File: src/rtl/axis_pattern_source.sv
// AXI-Stream master emitting a programmable run of patterned beats with TLAST framing
// and optional idle gaps between accepted beats.
module axis_pattern_source #(
    parameter int                    DATA_WIDTH = 8,
    parameter int                    CNT_WIDTH  = 16,
    parameter int                    PKT_LEN    = 16,
    parameter logic [DATA_WIDTH-1:0] LFSR_POLY  = 8'hB8,
    parameter logic [DATA_WIDTH-1:0] LFSR_SEED  = 8'h01
) (
    input  logic                  clk,
    input  logic                  rst,
    input  logic                  start,
    input  logic [1:0]            mode,
    input  logic [CNT_WIDTH-1:0]  count,
    input  logic [3:0]            gap,
    input  logic [DATA_WIDTH-1:0] const_val,
    output logic                  busy,
    output logic                  done,
    output logic                  M_AXIS_TVALID,
    output logic [DATA_WIDTH-1:0] M_AXIS_TDATA,
    output logic                  M_AXIS_TLAST,
    input  logic                  M_AXIS_TREADY
);

    localparam int PW = (PKT_LEN > 1) ? $clog2(PKT_LEN) : 1;
    localparam logic [PW-1:0]        PKT_END = PW'(PKT_LEN - 1);
    localparam logic [CNT_WIDTH-1:0] CNT_ONE = CNT_WIDTH'(1);

    typedef enum logic [1:0] {IDLE, SEND, GAP} state_t;

    state_t                state;
    logic [1:0]            mode_r;
    logic [CNT_WIDTH-1:0]  cnt_r;
    logic [3:0]            gap_r;
    logic [DATA_WIDTH-1:0] const_r;
    logic [CNT_WIDTH-1:0]  beat;
    logic [PW-1:0]         pkt;
    logic [3:0]            gap_cnt;

    logic                  hs;
    logic                  last_beat;
    logic [CNT_WIDTH-1:0]  beat_nxt;
    logic [PW-1:0]         pkt_nxt;
    logic [DATA_WIDTH-1:0] data_nxt;
    logic [DATA_WIDTH-1:0] data_init;

    function automatic logic [DATA_WIDTH-1:0] lfsr_step(input logic [DATA_WIDTH-1:0] s);
        return s[0] ? ((s >> 1) ^ LFSR_POLY) : (s >> 1);
    endfunction

    assign hs        = M_AXIS_TVALID && M_AXIS_TREADY;
    assign last_beat = (beat == cnt_r - CNT_ONE);
    assign beat_nxt  = beat + CNT_ONE;
    assign pkt_nxt   = (pkt == PKT_END) ? '0 : pkt + PW'(1);

    always_comb begin
        data_nxt = M_AXIS_TDATA;
        case (mode_r)
            2'd0:    data_nxt = M_AXIS_TDATA + DATA_WIDTH'(1);
            2'd1:    data_nxt = M_AXIS_TDATA - DATA_WIDTH'(1);
            2'd2:    data_nxt = lfsr_step(M_AXIS_TDATA);
            default: data_nxt = const_r;
        endcase
    end

    always_comb begin
        data_init = '0;
        case (mode)
            2'd0:    data_init = '0;
            2'd1:    data_init = '1;
            2'd2:    data_init = LFSR_SEED;
            default: data_init = const_val;
        endcase
    end

    always_ff @(posedge clk or posedge rst) begin
        if (rst) begin
            state         <= IDLE;
            mode_r        <= '0;
            cnt_r         <= '0;
            gap_r         <= '0;
            const_r       <= '0;
            beat          <= '0;
            pkt           <= '0;
            gap_cnt       <= '0;
            busy          <= 1'b0;
            done          <= 1'b0;
            M_AXIS_TVALID <= 1'b0;
            M_AXIS_TDATA  <= '0;
            M_AXIS_TLAST  <= 1'b0;
        end else begin
            done <= 1'b0;
            case (state)
                IDLE: begin
                    if (start) begin
                        mode_r  <= mode;
                        cnt_r   <= count;
                        gap_r   <= gap;
                        const_r <= const_val;
                        if (count == '0) begin
                            done <= 1'b1;
                        end else begin
                            state         <= SEND;
                            busy          <= 1'b1;
                            beat          <= '0;
                            pkt           <= '0;
                            M_AXIS_TVALID <= 1'b1;
                            M_AXIS_TDATA  <= data_init;
                            M_AXIS_TLAST  <= (PKT_LEN == 1) || (count == CNT_ONE);
                        end
                    end
                end
                SEND: begin
                    if (hs) begin
                        if (last_beat) begin
                            state         <= IDLE;
                            busy          <= 1'b0;
                            done          <= 1'b1;
                            M_AXIS_TVALID <= 1'b0;
                            M_AXIS_TLAST  <= 1'b0;
                        end else begin
                            // Next beat is staged now so TDATA is ready the moment a gap ends.
                            beat         <= beat_nxt;
                            pkt          <= pkt_nxt;
                            M_AXIS_TDATA <= data_nxt;
                            M_AXIS_TLAST <= (pkt_nxt == PKT_END) || (beat_nxt == cnt_r - CNT_ONE);
                            if (gap_r != '0) begin
                                state         <= GAP;
                                gap_cnt       <= gap_r;
                                M_AXIS_TVALID <= 1'b0;
                            end
                        end
                    end
                end
                GAP: begin
                    gap_cnt <= gap_cnt - 4'd1;
                    if (gap_cnt == 4'd1) begin
                        state         <= SEND;
                        M_AXIS_TVALID <= 1'b1;
                    end
                end
                default: state <= IDLE;
            endcase
        end
    end

endmodule

File: config.mk
export PLATFORM = sky130hd
export DESIGN_NAME = axis_pattern_source
export DESIGN_NICKNAME = d
export VERILOG_FILES = /design/src/rtl/axis_pattern_source.sv
export SDC_FILE = /design/constraint.sdc
export NUM_CORES = 1
export LEC_CHECK = 0
export BUFFER_PORTS_ARGS = -buffer_cell sky130_fd_sc_hd__buf_2
export CAP_MARGIN = 20
export CELL_PAD_IN_SITES_DETAIL_PLACEMENT = 1
export CELL_PAD_IN_SITES_GLOBAL_PLACEMENT = 1
export CORE_ASPECT_RATIO = 0.9
export CORE_MARGIN = 10
export CORE_UTILIZATION = 40
export CTS_CLUSTER_DIAMETER = 50
export DETAILED_ROUTE_END_ITERATION = 10
export MAX_ROUTING_LAYER = met4
export PLACE_DENSITY = 0.67
export REMOVE_ABC_BUFFERS = 1
export SYNTH_ARGS = -nofsm -noshare
export SYNTH_HDL_FRONTEND = slang
export SYNTH_SLANG_ARGS = --single-unit
File: constraint.sdc
create_clock -name clk -period 7.6 [get_ports clk]
set_input_delay 1.14 -clock clk [delete_from_list [all_inputs] [get_ports clk]]
set_output_delay 1.14 -clock clk [all_outputs]
set_load 0.01 [all_outputs]
# --- Yosys cells after proc, flatten, opt, wreduce, memory -nomap -nowiden ---
# Index checks and enable logic that the tools add are counted.
totals:
  reg_bits: 68
  latchBits: 0
  ram_bits: 0
  mem_bits_ro: 0
  in_bits: 34
  mem_count: 0
classes:
  add_sub_neg: 6
  multipliers: 0
  div: 0
  order_cmp: 0
  n_eq_ne: 20
  n_shift: 0
  mux: 50
  bitwise_logic: 1
  n_reduce_logical: 17
op_table:
  columns: ["op", "count"]
  rows:
  - ["16-bit two-way mux", 4]
  - ["8-bit one-hot mux with 3 select lines", 2]
  - ["8-bit two-way mux", 5]
  - ["16-bit equality test", 2]
  - ["4-bit two-way mux", 8]
  - ["16-bit one-hot mux with 2 select lines", 1]
  - ["16-bit by 1-bit adder with 16-bit output (second input constant)", 1]
  - ["16-bit by 1-bit equality test with 1-bit output (second input constant)", 1]
  - ["16-bit logical NOT", 1]
  - ["1-bit two-way mux", 16]
  - ["4-bit one-hot mux with 2 select lines", 2]
  - ["8-bit one-hot mux with 2 select lines", 1]
  - ["16-bit by 1-bit subtractor with 16-bit output (second input constant)", 1]
  - ["5-bit AND reduction", 3]
  - ["2-bit != test (second input constant)", 7]
  - ["2-bit two-way mux", 6]
  - ["8-bit by 1-bit adder with 8-bit output (second input constant)", 1]
  - ["4-bit equality test (second input constant)", 2]
  - ["4-bit AND reduction", 2]
  - ["8-bit by 1-bit subtractor with 8-bit output (second input constant)", 1]
  - ["2-bit by 1-bit equality test with 1-bit output (second input constant)", 3]
  - ["2-bit equality test (second input constant)", 3]
  - ["2-bit logical NOT", 3]
  - ["1-bit one-hot mux with 2 select lines", 3]
  - ["other kinds (14)", 15]

# --- Logic depth before layout (Yosys ltp) ---
depth:
  depth_word: 7
  depth_mapped: 13
  ltp_nobuf: 9

# --- Worst setup path before layout ---
# OpenSTA, ideal clock, no wires.
synth_path:
  path_kind: "register to register"
  startpoint: "register cnt_r[3]"
  endpoint: "register M_AXIS_TDATA[0]"
  setup_ns: 0.125
  t_arrival_ns: 3.383
  required_ns: 7.475
  path_slack_ns: 4.092
  path_stages_with_launch: 11
  path_buffers: 3
  period_less_slack_ns: 3.508
  path_cell_list: "dfrtp_1 > buf_6 > or4_4 > buf_6 > or4_4 > or3_4 > a221o_1 > nor4_1 > a21oi_2 > buf_6 > mux2_4"
synth_between:
  elab_chain_len: 4
synth_rtl:
  columns: ["item", "line", "text"]
  rows:
  - ["from (decl)", "33", "logic [CNT_WIDTH-1:0] cnt_r;"]
  - ["from (signal assigned)", "97", "cnt_r <= count;"]
  - ["16-bit by 1-bit subtractor with 16-bit output", "52", "assign last_beat = (beat == cnt_r - CNT_ONE);"]
  - ["16-bit equality test", "52", null]
  - ["2-bit != test (no line)", null, null]
  - ["5-bit AND reduction (no line)", null, null]
  - ["to (signal assigned)", "108", "M_AXIS_TDATA <= data_init;"]
  - ["to (signal assigned)", "125", "M_AXIS_TDATA <= data_nxt;"]
  - ["to (decl)", "20", "output logic [DATA_WIDTH-1:0] M_AXIS_TDATA,"]
# No other way between the ends.
# A chain may end at the register's enable or synchronous reset.

# --- Worst setup path after layout ---
layout_path:
  startpoint: "register cnt_r[0]"
  endpoint: "register M_AXIS_TDATA[1]"
# Same word-level chain as after synthesis.

==> results.toml <==
[run_status]
status = "complete, no violations"

[floorplanning]
dieArea_um2 = 17500
rows = 38
dieHeight_um = 127
core_um2 = 12200
pin_count = 46
dieWidth_um = 138
initial_core_util = 0.413

[critical_path]
cp.required_ns = 7.83
crit_path_end_kind = "register"
crit_slowest_cell = "nor4_1"
slowest_delay_ns = 0.56
path_class = "register to register"
worst-path-buf-inv = 1
critPathLaunchType = "register"
cp_cell_sequence = "inv_1 > ha_1 > nor3b_1 > nand2_1 > or3_1 > a221o_1 > nor4_1 > a21oi_2 > mux2_4"
cp_top_family = "simple AND/OR/NAND/NOR gates"
cp_max_fo = 12
arrival_ns = 4.32

[routing]
detail_route.first_pass.iterations = 4
dr_total_vias = 4424
post_drt_wl_per_cell_um = 21.4
routed_wl_um = 15700
vias_per_cell = 6.05
first_iter_violations = 262
ant_nets = 0
drc_errors = 0

[sta]
fin_crit_ns = 4.09
rsz0062_at_grt = "false"
finalHoldViolCount = 0
holdWs_ns = 0.507
relSlewSlack = 0.392
setup-violations-final = 0
clock_skew_ns = 0.00831
tightest_slew_ns = 0.912
fmax_mhz = 244
drv_slew = 0
fin_setup_tns_ns = 0
min_period_over_period = 0.538

[place]
io_buffer_count = 45
dp_hpwl_um = 11500
gp_congestion = 0.874
dpl_cell_area_um2 = 5340

[grt]
grt.overflow.total = 0
grt_max_degree = 69
grt_pass1_vias = 4646
track_usage = 0.183
grt_pass1_wl_um = 25600
antenna_found_initial = 0

[logic_synthesis]
synth-simple-area-share = 0.182
syn_avg_cell_area_um2 = 9.23
netlist_area_um2 = 5050
synthAdderAreaFrac = 0.0387
yosys-top-cells-area = "dfrtp_1, mux2_2, xnor2_1"
ys_ff_latch = 68
synth.distinct_cells = 69
synth.top_cell.area_share = 0.337
synthCells = 547
yosysTopAreaCell = "dfrtp_1"
synth_top_family_by_area = "compound AO/OA/AOI/OAI gates"
synth.area.mux_share = 0.107
synth_warnings = 0
async_flop_share = 1.00
ys_seq_area_frac = 0.337
synth-edff-count = 0
synth-xor-area-share = 0.0850
synth-main-ff-cell = "dfrtp_1"
synth-compound-area-share = 0.199

[power_and_ir_drop]
leakage_nw = 2.33
ir_worst_vdd_uv = 200
pwr-share-comb = 0.495
total_power_w = 0.00243
seq_power_share = 0.311
power.net_switching_w = 0.00104
powerDensity_nw_per_um2 = 430
internal_power_w = 0.00139
power.share.clock = 0.193
swShare = 0.429

[cells_and_area]
post-route-util = 0.463
fin_area_um2 = 5650
final_common_cell = "dfrtp_1"
finalNetCount = 615
drive_gt1_frac = 0.212
n_antenna_cell = 0
layout_common_cells = "dfrtp_1, buf_2, nand2_1, mux2_2, a21oi_1"
n_fill_cell = 1421
areaGrowthSynthToFinish_pct = 12.0

[run]
cap_violations = 0

[cts]
numCtsBuffers = 9
cts_resized = 0
ctsHoldBuffers = 0
cts_tree = "built"
cts-root-buf = "clkbuf_16"
path_clk_slew_ns = 0.06
post_cts_buffers = 0
clock_sinks = 68
h-tree-depth = 3
clockBufferDepth = 2
clk_latency_ns = 0.35

[hold_path]
hold_class = "register to register"
-- layout make-up --
type	count	area (um^2)	area share
multi-input cells	419	3090	0.547
repair buffers	53	285	0.0505
clock inverters	4	72.6	0.0128
flip-flops and latches	68	1700	0.301
clock buffers	12	246	0.0436
well taps	160	200	0.0354
inverters	15	56.3	0.00996
-- Yosys cell counts, types with 4 or more instances --
library cell,n
dfrtp_1,68
nand2_1,36
clkbuf_1,34
mux2_2,31
a21oi_1,29
xnor2_1,27
nor2_1,24
a31oi_1,21
o21ai_0,21
nand3_1,17
nor4_1,16
inv_1,15
ha_1,14
nor3_1,14
a21o_1,13
nand4_1,11
o211ai_1,11
mux2i_1,10
xor2_1,9
or4_1,7
mux2_4,6
nor2b_1,6
and2_1,5
and3_1,5
buf_2,4
buf_6,4
nand2b_1,4
nor3b_1,4
o31ai_1,4
or2_2,4
or3_1,4
xnor3_1,4
-- final timing paths --
kind	startpoint	endpoint	slack [ns]	cells past startpoint
worst max register to register	cnt_r[0]$_DFFE_PP0P_	M_AXIS_TDATA[1]$_DFFE_PP0P_	3.51	9
min in group asynchronous	rst	cnt_r[6]$_DFFE_PP0P_	1.06	3
worst max-delay path	cnt_r[0]$_DFFE_PP0P_	M_AXIS_TDATA[1]$_DFFE_PP0P_	3.51	9
worst min-delay path	const_r[3]$_DFFE_PP0P_	const_r[3]$_DFFE_PP0P_	0.51	1
max in group asynchronous	rst	gap_cnt[0]$_DFFE_PP0P_	5.94	3
worst min register to register	const_r[3]$_DFFE_PP0P_	const_r[3]$_DFFE_PP0P_	0.51	1
-- logic make-up after synthesis --
logic type | count (synthesis)
simple gates | 169
mux | 47
xor+xnor | 41
flops | 68
compound gates | 147
buf+inv | 60
fa+ha+maj | 15
-- state kept, by name, summed over array words and instances, names as in the netlist --
signal and cells:
beat 16, cnt_r 16, M_AXIS_TDATA 8, const_r 8
gap_cnt 4, gap_r 4, pkt 4, mode_r 2
state 2, M_AXIS_TLAST 1, M_AXIS_TVALID 1, busy 1
done 1
-- per-stage QoR --
stage               cells  setup WS, ns
floorplan             502          3.58
global placement      715          3.71
detailed placement    715          3.59
CTS                   731          3.53
global route          731          3.17
finish                731          3.51
-- per-layer routing --
metal,global-route usage,vias to the layer above,share of wire
li1,-,2090,-
met1,0.231,2221,0.46
met2,0.286,89,0.48
met3,0.0403,24,0.041
met4,0.0551,0,0.018
met5,-,-,0
-- power by group through the flow --
stage	clock network, W	logic [W]	registers [W]
floorplan	0	0.000906	0.000683
global placement	0	0.00116	0.000746
detailed placement	0	0.00120	0.000756
CTS	0.000478	0.00121	0.000753
global route	0.000491	0.00133	0.000786
finish	0.000469	0.00120	0.000756
Power figures use the tool's default switching activity.
